===== src/rtl/cross_bar_slave_mem.sv =====
// cross_bar_slave_mem
//   Word-addressed memory that answers one crossbar slave port. Writes complete
//   at the acceptance edge with no response. Reads return the word captured at
//   the acceptance edge as a one-cycle resp pulse RD_LAT cycles later. Only one
//   read may be outstanding at a time.
//
//   Handshake: a request transfers on a rising edge where req & ack are both 1.
//   The crossbar holds req/addr/cmd/wdata stable until it sees ack. ack is
//   combinational from the registered state and the req input.
//
// Ports
//   clk    : clock, all logic on the rising edge
//   rst_n  : synchronous active-low reset
//   req    : request valid from the crossbar
//   addr   : byte address; bits [IDX_W+1:2] select the word, the rest are ignored
//   cmd    : 0 = read, 1 = write
//   wdata  : write data
//   ack    : request accepted this cycle
//   resp   : read response valid (one-cycle pulse)
//   rdata  : read data, 0 whenever resp = 0
//
// The FSM state is held in the named signal 'state' (state_t) so that checkers
// can bind to it.
module cross_bar_slave_mem #(
  parameter int MEM_WORDS = 16,
  parameter int RD_LAT    = 2,
  parameter int ADDR_W    = 32,
  parameter int DATA_W    = 32
) (
  input  logic              clk,
  input  logic              rst_n,
  input  logic              req,
  input  logic [ADDR_W-1:0] addr,
  input  logic              cmd,
  input  logic [DATA_W-1:0] wdata,
  output logic              ack,
  output logic              resp,
  output logic [DATA_W-1:0] rdata
);

  localparam int IDX_W = $clog2(MEM_WORDS);
  localparam int CNT_W = $clog2(RD_LAT + 1);
  // Counter load value on a read; only meaningful when RD_LAT >= 2.
  localparam int unsigned CNT_INIT = (RD_LAT >= 2) ? RD_LAT - 2 : 0;
  localparam logic [CNT_W-1:0] CNT_LOAD = CNT_W'(CNT_INIT);

  typedef enum logic [1:0] {
    IDLE = 2'd0,
    WAIT = 2'd1,
    RESP = 2'd2
  } state_t;

  state_t            state;
  state_t            state_next;
  logic [CNT_W-1:0]  cnt;
  logic [CNT_W-1:0]  cnt_next;
  logic [DATA_W-1:0] mem [MEM_WORDS];
  logic [DATA_W-1:0] rd_q;
  logic [IDX_W-1:0]  idx;
  logic              wr_en;
  logic              rd_en;
  logic              unused_addr;

  assign idx = addr[IDX_W+1:2];
  // Byte-offset and aliasing bits are intentionally ignored.
  assign unused_addr = ^{addr[ADDR_W-1:IDX_W+2], addr[1:0]};

  always_comb begin
    state_next = state;
    cnt_next   = cnt;
    ack        = req & (state == IDLE) & rst_n;
    wr_en      = 1'b0;
    rd_en      = 1'b0;
    case (state)
      IDLE: begin
        if (ack) begin
          if (cmd) begin
            wr_en = 1'b1;
          end else begin
            rd_en = 1'b1;
            if (RD_LAT == 1) begin
              state_next = RESP;
            end else begin
              state_next = WAIT;
              cnt_next   = CNT_LOAD;
            end
          end
        end
      end
      WAIT: begin
        if (cnt == '0) state_next = RESP;
        else           cnt_next   = cnt - 1'b1;
      end
      RESP:    state_next = IDLE;
      default: state_next = IDLE;
    endcase
  end

  // Control state and registered response outputs. resp/rdata are loaded for
  // the cycle in which the FSM sits in RESP. With RD_LAT = 1 the response
  // cycle directly follows the acceptance edge, so the data comes straight
  // from the array instead of from rd_q.
  always_ff @(posedge clk) begin
    if (!rst_n) begin
      state <= IDLE;
      cnt   <= '0;
      resp  <= 1'b0;
      rdata <= '0;
    end else begin
      state <= state_next;
      cnt   <= cnt_next;
      resp  <= (state_next == RESP);
      if (state_next == RESP) rdata <= rd_en ? mem[idx] : rd_q;
      else                    rdata <= '0;
    end
  end

  // Storage is not reset. wr_en/rd_en already include rst_n through ack.
  always_ff @(posedge clk) begin
    if (wr_en) mem[idx] <= wdata;
    if (rd_en) rd_q     <= mem[idx];
  end

endmodule


===== config.mk =====
export PLATFORM = sky130hd
export DESIGN_NAME = cross_bar_slave_mem
export DESIGN_NICKNAME = d
export VERILOG_FILES = /design/src/rtl/cross_bar_slave_mem.sv
export SDC_FILE = /design/constraint.sdc
export NUM_CORES = 1
export LEC_CHECK = 0
export ABC_AREA = 1
export ABC_CLOCK_PERIOD_IN_PS = 7900
export CELL_PAD_IN_SITES_DETAIL_PLACEMENT = 0
export CELL_PAD_IN_SITES_GLOBAL_PLACEMENT = 1
export CORE_MARGIN = 3
export CORE_UTILIZATION = 50
export CTS_CLUSTER_DIAMETER = 60
export DETAILED_ROUTE_END_ITERATION = 8
export PLACE_DENSITY = 0.84
export SLEW_MARGIN = 10
export SYNTH_ARGS = -nofsm -noshare
export SYNTH_HDL_FRONTEND = slang
export SYNTH_SLANG_ARGS = --single-unit
export TNS_END_PERCENT = 100

===== constraint.sdc =====
create_clock -name clk -period 7.9 [get_ports clk]
set_clock_uncertainty 0.1 [all_clocks]
set_input_delay 1.58 -clock clk [delete_from_list [all_inputs] [get_ports clk]]
set_output_delay 1.58 -clock clk [all_outputs]
set_load 0.01 [all_outputs]

Word level (Yosys, flattened, before mapping)
Memories as Yosys holds them, arrays and structs flattened. Index checks and enable logic that the tools add are counted. Widths: inputs -> output; s select.

Muxes and demuxes: 17. Divide/modulo/power cells: 0. Bitwise logic cells: 2. Magnitude comparators: 0. Reduce and logical (&&, ||, !) cells: 5. $add $sub $neg: 1. Equal/unequal tests: 5. Multiply operators: 0. Shifts and indexed selects: 0.

Operator list (count): $mux 32 (1); $mux 2 (6); $mux 1 (8); $pmux 2 s2 (2); $ne 2x2->1 const B (3); $logic_not 2->1 (2); $reduce_and 4->1 (1); $and 1x1->1 (2); $eq 2x1->1 const B (1); $eq 2x2->1 const B (1); $reduce_and 2->1 (1); $reduce_bool 2->1 (1); $sub 2x1->2 const B (1).

ROM bits: 0. Bits in latches: 0. Memories kept: 1. Memory bits (writable): 512. Register bits: 69.

Memories: mem (words 16, width 32, rd ports 1, clocked after memory_dff 0, write ports 1, line 57) `logic [DATA_W-1:0] mem [MEM_WORDS];`.

Depth between registers and ports, before layout
Gate-level depths: netlist of run 1.

Depth after elaboration: 7. Gate-level depth with buffers: 11. Depth with buffers taken out: 9.

Least setup slack after synthesis of run 1
No wires, ideal clock.

Path type: input-to-reg. Start point: input port addr[3]. End point: memory mem[0][0], enable pin. Path slack: 3.740 ns. Arrival: 3.639 ns. Buffers on the path: 3. Stages on the path: 6. Data required time: 7.379 ns. Cell sequence: buf_4 -> inv_2 -> buf_2 -> buf_2 -> nand3_1 -> nor2_1.

RTL lines: start, declared (line 33) `input logic [ADDR_W-1:0] addr,`; end, declared (line 57).

Straight into the memory's write port.

Final worst setup path of run 1
Start point: input port addr[5]. End point: memory mem[11][12], enable pin.

Straight into the memory's write port.

==> reports/summary.txt, run 1 <==
Status: finished clean
Post-DP Area: 0.02452 mm^2
Top_reg_cell synth: edfxtp_1
Inst Count DP: 2781
I/O pin count: 102
Worst slew pin tran: 1.235 ns
Count of final hold-check violations: 0
Most frequent cells after synthesis: nand2_1 (1222), edfxtp_1 (512), inv_1 (80)
Layout fillers: 3728
Fin area: 0.02636 mm^2
Layout cells sized above 1: 7.202%
Core box area: 0.04567 mm^2
Root Driver: clkbuf_16
Critical Path End: mem[11][12]
Final period util: 58.35%
DRT iter0 DRCs: 1503
Total gr overflow: 0
CP required: 8.01 ns
Latest clock arrival within the worst-skew pair: 0.61 ns
CP endpoint kind: register
CTS tree: yes
Pwr Total: 6.429 mW
Worst R2R Start: state[1]
Fin nets: 2310
Gate power share: 6.2%
Area grow syn2layout: 13.26%
Clock sink total: 581
Capture point of the worst reg-to-reg path: mem[7][19]
Vias per inst: 5.178
Cell with the most instances after synthesis: nand2_1
Peak VDD IR: 0.0002172 V
Endpoints failing setup: 0
Crit path from: addr[5]
Asr flop ratio synth: 0%
Worst R2R Setup Slack: 4.70 ns
CTS buffer count: 58
Die H: 221.7 um
Max Clk Rate: 216.9 MHz
Crit path DAT: 4.72 ns
Sequential share of power: 52.8%
Synth area leaders: edfxtp_1 (66%), nand2_1 (20%), dfxtp_1 (5.9%)
Port bufs: 73
Hold Crit Class: register to register
Critical Path Max Stage Delay: 1.06 ns
Diodes inserted: 0
WL/cell: 18.76 um
CTS clk-pin slew, worst paths: 0.06 ns
DRC violations left: 0
Clock Power Share: 40.9%
Number of standard cells in the layout, taps in and fillers out: 2891
Post_cts resized: 0
Hold Crit Depth: 2
Worst Path Max Fanout: 33
Rows: 78
Total GRT Usage: 22.03%
Dpl hpwl: 26.80 mm
Post-synth EDFFs: 512
Initial antenna violation count: 2
Largest net degree at the start of global routing: 96
Max cap viols: 0
Starting Density: 50.96%
Number of global-route vias before repair: 14360
WS Path Type: input pin to register
P_sw: 1.403 mW
Syn avg cell area: 10.66 um^2
Netlist cell types: 22
Yosys top cell by area: edfxtp_1
Post-Syn Nets: 2253
Vias: 14971
P_int: 5.027 mW
CP Launch Type: input pin
First drt pass iteration count: 5
Min Tclk post-route: 4.610 ns
Sequential area share after synthesis: 72.00%
Post-route setup TNS: 0 ns
Number of synthesis warnings: 0
Pwr per Cell Area: 243.9 mW/mm^2
Hold buffer count at cts: 0
Chip Width: 221.7 um
Cells after synthesis: 2184
Gpl congestion: 0.7223
# H-tree levels: 2
Worst r2r path cells: 6
Slew Viols, Final: 0
CTS Buffer Depth: 3
Mapped Area: 0.02327 mm^2
DRT antenna net count: 0
Slew HR: 17.49%
Sw frac: 21.82%
Routed Wire Length: 54.23 mm
Critical Path, Cell by Cell: clkdlybuf4s50_1 > inv_1 > nor2_4 > inv_1 > nor2_4
RSZ-0062 raised after global routing: no
Synth Register Bits: 581
Die area: 0.04917 mm^2
Slowest CP cell: nor2_4
Setup bufs post-CTS: 0
P_leak: 10.63 nW
Yosys top cell area share: 66.06%
First-pass GRT wire length: 83.59 mm
## layout make-up
type	count	area (um^2)	area share, %
Clock buffer	87	1684	6.389
Clock inverter	23	153.9	0.5839
Sequential cell	581	16760	63.57
Tap cell	600	750.7	2.848
Timing Repair Buffer	99	924.6	3.508
Inverter	83	319.1	1.210
Multi-Input combinational cell	1418	5771	21.89
## power by group through the flow
stage	logic (mW)	clock network [mW]	registers, mW
6_report	0.401	2.63	3.40
4_1_cts	0.403	2.68	3.40
5_1_grt	0.451	2.80	3.40
2_1_floorplan	0.258	0	3.46
3_5_place_dp	0.400	0	3.46
3_3_place_gp	0.393	0	3.46
## registers in the layout, summed over array words and instances, names as in the netlist
name   count
mem      512
rd_q      32
rdata     32
cnt        2
state      2
resp       1
## layout by cell type (no fill, tap or decap), drive strengths merged
cell type	Yosys	final
a21oi	2	2
edfxtp	512	512
clkdlybuf4s50	0	71
ha	1	1
clkinvlp	0	1
nand2	1222	1222
dfxtp	69	69
nand3	67	67
bufinv	0	1
o21ai	1	1
o21bai	32	32
nor3	2	2
nor2	59	59
inv	83	85
clkinv	0	19
buf	71	28
clkbuf	31	87
or2	32	32
## per-layer routing
metal,up-vias,wire length [um],part of all wire [%],GRT usage (%)
met2,497,25470,47,35.96
met5,-,20,0.037,0
li1,7175,-,-,-
met3,91,3911,7.2,3.694
met4,2,1300,2.4,6.646
met1,7206,23520,43,30.68
## stage by stage
stage / util (%) / hold slack [ns] / setup slack [ns]
finish: 57.71 / 0.3855 / 3.291
global route: 57.71 / 0.4220 / 3.122
CTS: 57.71 / 0.3843 / 3.317
detailed placement: 53.69 / 0.3767 / 2.692
global placement: 53.69 / 0.3654 / 2.694
floorplan: - / 0.3495 / 3.740
## worst max-delay path, delay by kind of cell
family | cells | cell delay, ns
AND/OR/NAND/NOR | 2 | 1.95
buffers and inverters | 3 | 1.14
## kinds of logic (layout without fill, tap and decap cells)
logic type | Yosys count | after routing | share of synthesized area [%]
AND/OR/NAND/NOR | 1382 | 1382 | 23.03
flip-flops | 581 | 581 | 72.00
buffers and inverters | 185 | 292 | 3.812
AO/OA/AOI/OAI | 35 | 35 | 1.113
adder cells (fa/ha/maj) | 1 | 1 | 0.05375
## how the worst min path moves through the flow
| stage | to | from |
|---|---|---|
| floorplan | cnt[0] | cnt[0] |
| global placement | cnt[0] | cnt[0] |
| detailed placement | cnt[0] | cnt[0] |
| CTS | cnt[0] | cnt[0] |
| global route | cnt[0] | cnt[0] |
| finish | cnt[0] | cnt[0] |
Note: power is estimated with default switching activity, not from simulation.
==> inputs of run 2 (changes only) <==
ABC_CLOCK_PERIOD_IN_PS = 4100   (was 7900)
CORE_UTILIZATION = 44   (was 50)
PLACE_DENSITY = 0.78   (was 0.84)
clock period = 4.1 ns   (was 7.9 ns; I/O delays follow)
==> run 2 against run 1 <==
Via count shrank 0.79%. Sequential share of layout area shrank 1.3 points. Design area grew 2.1%. Flip-flop and latch count is the same. Clock power grew 110%. Clock-buffer cell count shrank 4. Critical path type is now input pin to primary output. Critical endpoint is now ack.
==> reports/summary.txt, run 2 (synthesized netlist as in run 1, its figures left out) <==
Hold Crit Class: register to register
Sw frac: 21.67%
Peak VDD IR: 0.0003191 V
Post-route setup TNS: 0 ns
Slew HR: 32.14%
Max cap viols: 0
Rows: 83
P_sw: 2.760 mW
Total gr overflow: 0
Multi-input logic area: 0.005771 mm^2
Biggest regs: mem x512, rd_q x32, rdata x32
Port bufs: 73
DRC violations left: 0
Clock sink total: 581
DRT antenna net count: 0
CTS buffer count: 60
Worst Path Max Fanout: 3
Latest clock arrival within the worst-skew pair: 0.62 ns
P_leak: 10.83 nW
Dpl hpwl: 28.45 mm
Pwr per Cell Area: 473.3 mW/mm^2
I/O pin count: 102
Max Clk Rate: 330.6 MHz
Beginning of the worst hold path: cnt[0]
CP endpoint kind: primary output
Total GRT Usage: 19.61%
# H-tree levels: 2
Commonest non-fill, non-tap cells in the layout: nand2_1 (1222), edfxtp_1 (512), inv_1 (80)
Slew Viols, Final: 0
Gpl congestion: 0.7449
Clock Power Share: 42.4%
Worst slew pin tran: 1.018 ns
Crit path from: rst_n
CTS clk-pin slew, worst paths: 0.06 ns
Layout fillers: 4442
Die H: 236.0 um
Hold buffer count at cts: 0
First-pass GRT wire length: 84.28 mm
Starting Density: 44.91%
Gate power share: 6.1%
Sequential share of power: 51.4%
Post-DP Area: 0.02492 mm^2
Root Driver: clkbuf_16
CTS tree: yes
Vias per inst: 4.956
Final period util: 73.78%
Hold_ws: 0.3789 ns
CP Launch Type: input pin
CTS Buffer Depth: 3
Area grow syn2layout: 15.61%
WS Path Type: input pin to primary output
Fin area: 0.02691 mm^2
RSZ-0062 raised after global routing: no
Max FFs per register: 512
Initial antenna violation count: 1
CP required: 3.18 ns
Status: finished clean
P_int: 9.974 mW
Register area: 0.01676 mm^2
Setup bufs post-CTS: 0
Core box area: 0.05182 mm^2
Routed Wire Length: 54.76 mm
Layout cells sized above 1: 8.161%
DRT iter0 DRCs: 1270
Min Tclk post-route: 3.025 ns
Largest Register: mem
Fin nets: 2333
WL/cell: 18.27 um
Vias: 14853
Post_cts resized: 0
Count of final hold-check violations: 0
First drt pass iteration count: 5
Crit path DAT: 2.10 ns
Die area: 0.05569 mm^2
Worst R2R Start: state[1]
Pwr Total: 12.73 mW
Chip Width: 236.0 um
Number of global-route vias before repair: 14492
Commonest non-fill, non-tap cell in the layout: nand2_1
Endpoints failing setup: 0
Largest net degree at the start of global routing: 123
run 2: cell count changes in the layout (fill, tap and decap cells not counted), sizes merged:
| cell | change |
|---|---|
| buf | +21 |
| bufinv | +4 |
| clkbuf | -4 |
| clkinv | -1 |
| clkinvlp | +3 |
| diode | +1 |
| inv | +2 |
run 2: through the flow:
| step | utilization [%] | std cells | worst slack, ns |
|---|---|---|---|
| global placement | 48.08 | 2882 | 0.7270 |
| floorplan | - | 2184 | 0.7002 |
| global route | 51.92 | 2997 | 0.9906 |
| CTS | 51.92 | 2996 | 1.056 |
| detailed placement | 48.08 | 2882 | 0.6575 |
| finish | 51.92 | 2997 | 1.075 |
run 2: path summary, 6_finish.rpt:
kind         cells after the start  slack (ns)          to
max                              4        1.08         ack
min                              2        0.38      cnt[0]
max reg2reg                      6        1.58  mem[8][24]
min reg2reg                      2        0.38      cnt[0]
run 2: metal layers:
metal  vias up  share of wire (%)  track usage [%]
met2       415                 48            32.70
met4         0                1.7            4.886
met3        67                6.1            3.262
met1      7138                 44            26.97
met5         -                  0                0
li1       7233                  -                -
run 2: final cells by class:
cell class | count | share of cell area [%]
Multi-Input combinational cell | 1418 | 21.45
Clock inverter | 31 | 1.144
Antenna cell | 1 | 0.009301
Clock buffer | 83 | 6.241
Timing Repair Buffer | 120 | 4.534
Tap cell | 680 | 3.162
Inverter | 83 | 1.186
Sequential cell | 581 | 62.28
run 2: power by group through the flow:
stage	Combinational [mW]	Sequential, mW	Clock [mW]
after detailed placement	0.782	6.67	0
after global routing	0.886	6.55	5.75
after CTS	0.789	6.55	5.51
after global placement	0.766	6.67	0
after floorplan	0.498	6.67	0
final	0.782	6.55	5.40
run 2: worst max-delay path: stages:
cell	delay, ns
clkdlybuf4s50_1	0.50
nand3_1	0.17
inv_1	0.08
clkdlybuf4s50_1	0.53
==> inputs of run 3 (changes only) <==
ABC_CLOCK_PERIOD_IN_PS = 3200   (was 4100)
CORE_UTILIZATION = 48   (was 44)
PLACE_DENSITY = 0.81   (was 0.78)
clock period = 3.2 ns   (was 4.1 ns; I/O delays follow)
==> run 3 against run 2 <==
Die area fell by 8.1%. Cell count fell by 2.0%. Largest power group unchanged. Critical endpoint unchanged. Critical path type unchanged. Sequential power rose by 28%. Via count rose by 0.77%. Setup slack got worse by 0.56 ns. Flip-flop and latch count did not move.
==> reports/summary.txt, run 3 (synthesized netlist as in run 1, its figures left out) <==
Beginning of the worst hold path: cnt[0]
Worst r2r path cells: 7
Chip Width: 226.2 um
Worst R2R Start: state[1]
DRT antenna net count: 0
Slew HR: 37.95%
# H-tree levels: 2
Max FFs per register: 512
Capture point of the worst reg-to-reg path: mem[6][13]
Total GRT Usage: 21.52%
CTS tree: yes
CP endpoint kind: primary output
First drt pass iteration count: 7
CP most frequent cell: clkdlybuf4s50_1
Post-route setup TNS: 0 ns
CTS Buffer Depth: 3
CTS clk-pin slew, worst paths: 0.06 ns
Starting Density: 48.64%
Number of global-route vias before repair: 14620
Gpl congestion: 0.7831
DRT iter0 DRCs: 1177
Pwr Total: 16.11 mW
Setup bufs post-CTS: 0
WS Path Type: input pin to primary output
Layout cells sized above 1: 8.523%
Die area: 0.05116 mm^2
WL/cell: 18.30 um
Endpoints failing setup: 0
Largest Register: mem
Rows: 80
Critical Path, Cell by Cell: clkdlybuf4s50_1 > nand3_1 > inv_1 > clkdlybuf4s50_1
Total gr overflow: 0
Final period util: 83.90%
First-pass GRT wire length: 83.63 mm
Min Tclk post-route: 2.685 ns
Slowest CP cell: clkdlybuf4s50_1
Commonest non-fill, non-tap cells in the layout: nand2_1 (1222), edfxtp_1 (512), inv_1 (80)
Vias per inst: 5.094
Inst Count DP: 2829
Hold buffer count at cts: 0
Routed Wire Length: 53.77 mm
Slew Viols, Final: 0
P_leak: 10.91 nW
I/O pin count: 102
Critical Path Max Stage Delay: 0.54 ns
Initial antenna violation count: 1
Port bufs: 73
Max Clk Rate: 372.5 MHz
Worst slew pin tran: 0.9307 ns
Crit path DAT: 1.94 ns
Peak VDD IR: 0.0003908 V
Biggest regs: mem x512, rd_q x32, rdata x32
Root Driver: clkbuf_16
Hold Crit Class: register to register
Latest clock arrival within the worst-skew pair: 0.61 ns
Max cap viols: 0
RSZ-0062 raised after global routing: no
CP required: 2.46 ns
Area grow syn2layout: 16.02%
Fin nets: 2343
Number of standard cells in the layout, taps in and fillers out: 2938
Vias: 14967
Crit path buffers/inverters: 3
WHS Endpoint: cnt[0]
Core box area: 0.04785 mm^2
Status: finished clean
Count of final hold-check violations: 0
Dpl hpwl: 29.41 mm
Diodes inserted: 0
CP Launch Type: input pin
Worst Path Max Fanout: 3
Hold Crit Depth: 2
Largest net degree at the start of global routing: 104
DRC violations left: 0
Worst R2R Setup Slack: 1.10 ns
CTS buffer count: 58
Clock sink total: 581
Post_cts resized: 0
CP top delay family: buffers and inverters
Commonest non-fill, non-tap cell in the layout: nand2_1
Die H: 226.2 um
Pwr per Cell Area: 596.6 mW/mm^2
-- run 3: worst min-delay path: stages, from the launching register on --
cell and delay [ns]:
dfxtp_1 0.29, inv_1 0.08, a21oi_1 0.07
-- run 3: where the power goes --
| part | internal (mW) | switching [mW] |
|---|---|---|
| logic | 0.348 | 0.653 |
| clock network | 3.94 | 2.78 |
| registers | 8.36 | 0.0254 |
| total | 12.7 | 3.46 |
-- run 3: metrics by stage --
step | utilization, % | instance area [um^2] | hold slack, ns | worst slack, ns
2_1_floorplan | - | 23280 | 0.3495 | -0.01984
3_3_place_gp | 52.46 | 25100 | 0.3659 | 0.3742
3_5_place_dp | 52.46 | 25100 | 0.3753 | 0.2689
4_1_cts | 56.44 | 27000 | 0.3824 | 0.4879
5_1_grt | 56.44 | 27000 | 0.4494 | 0.4228
6_report | 56.44 | 27000 | 0.3897 | 0.5151
-- run 3: how the worst max path moves through the flow --
stage,depth (start not counted),end,slack [ns],from
after floorplan,6,mem[0][0],-0.02,addr[3]
after global placement,6,mem[6][16],0.37,addr[3]
after detailed placement,6,mem[6][16],0.27,addr[3]
after CTS,4,ack,0.49,rst_n
after global routing,4,ack,0.42,rst_n
final,4,ack,0.52,rst_n
-- run 3: layout make-up --
| type | instances | area (um^2) |
|---|---|---|
| flip-flops and latches | 581 | 16760 |
| clock buffers | 76 | 1613 |
| repair buffers | 132 | 1485 |
| inverters | 83 | 319.1 |
| clock inverters | 33 | 289.0 |
| well taps | 615 | 769.5 |
| multi-input cells | 1418 | 5771 |
| fillers | 3952 | 20840 |
-- run 3: layer usage --
metal | routed length (um) | global-route usage (%) | part of all wire (%) | up-vias
met5 | 14 | 0 | 0.026 | -
met4 | 1482 | 7.659 | 2.8 | 2
met3 | 3409 | 3.354 | 6.3 | 103
met2 | 25700 | 36.14 | 48 | 433
met1 | 23170 | 28.68 | 43 | 7186
li1 | - | - | - | 7243
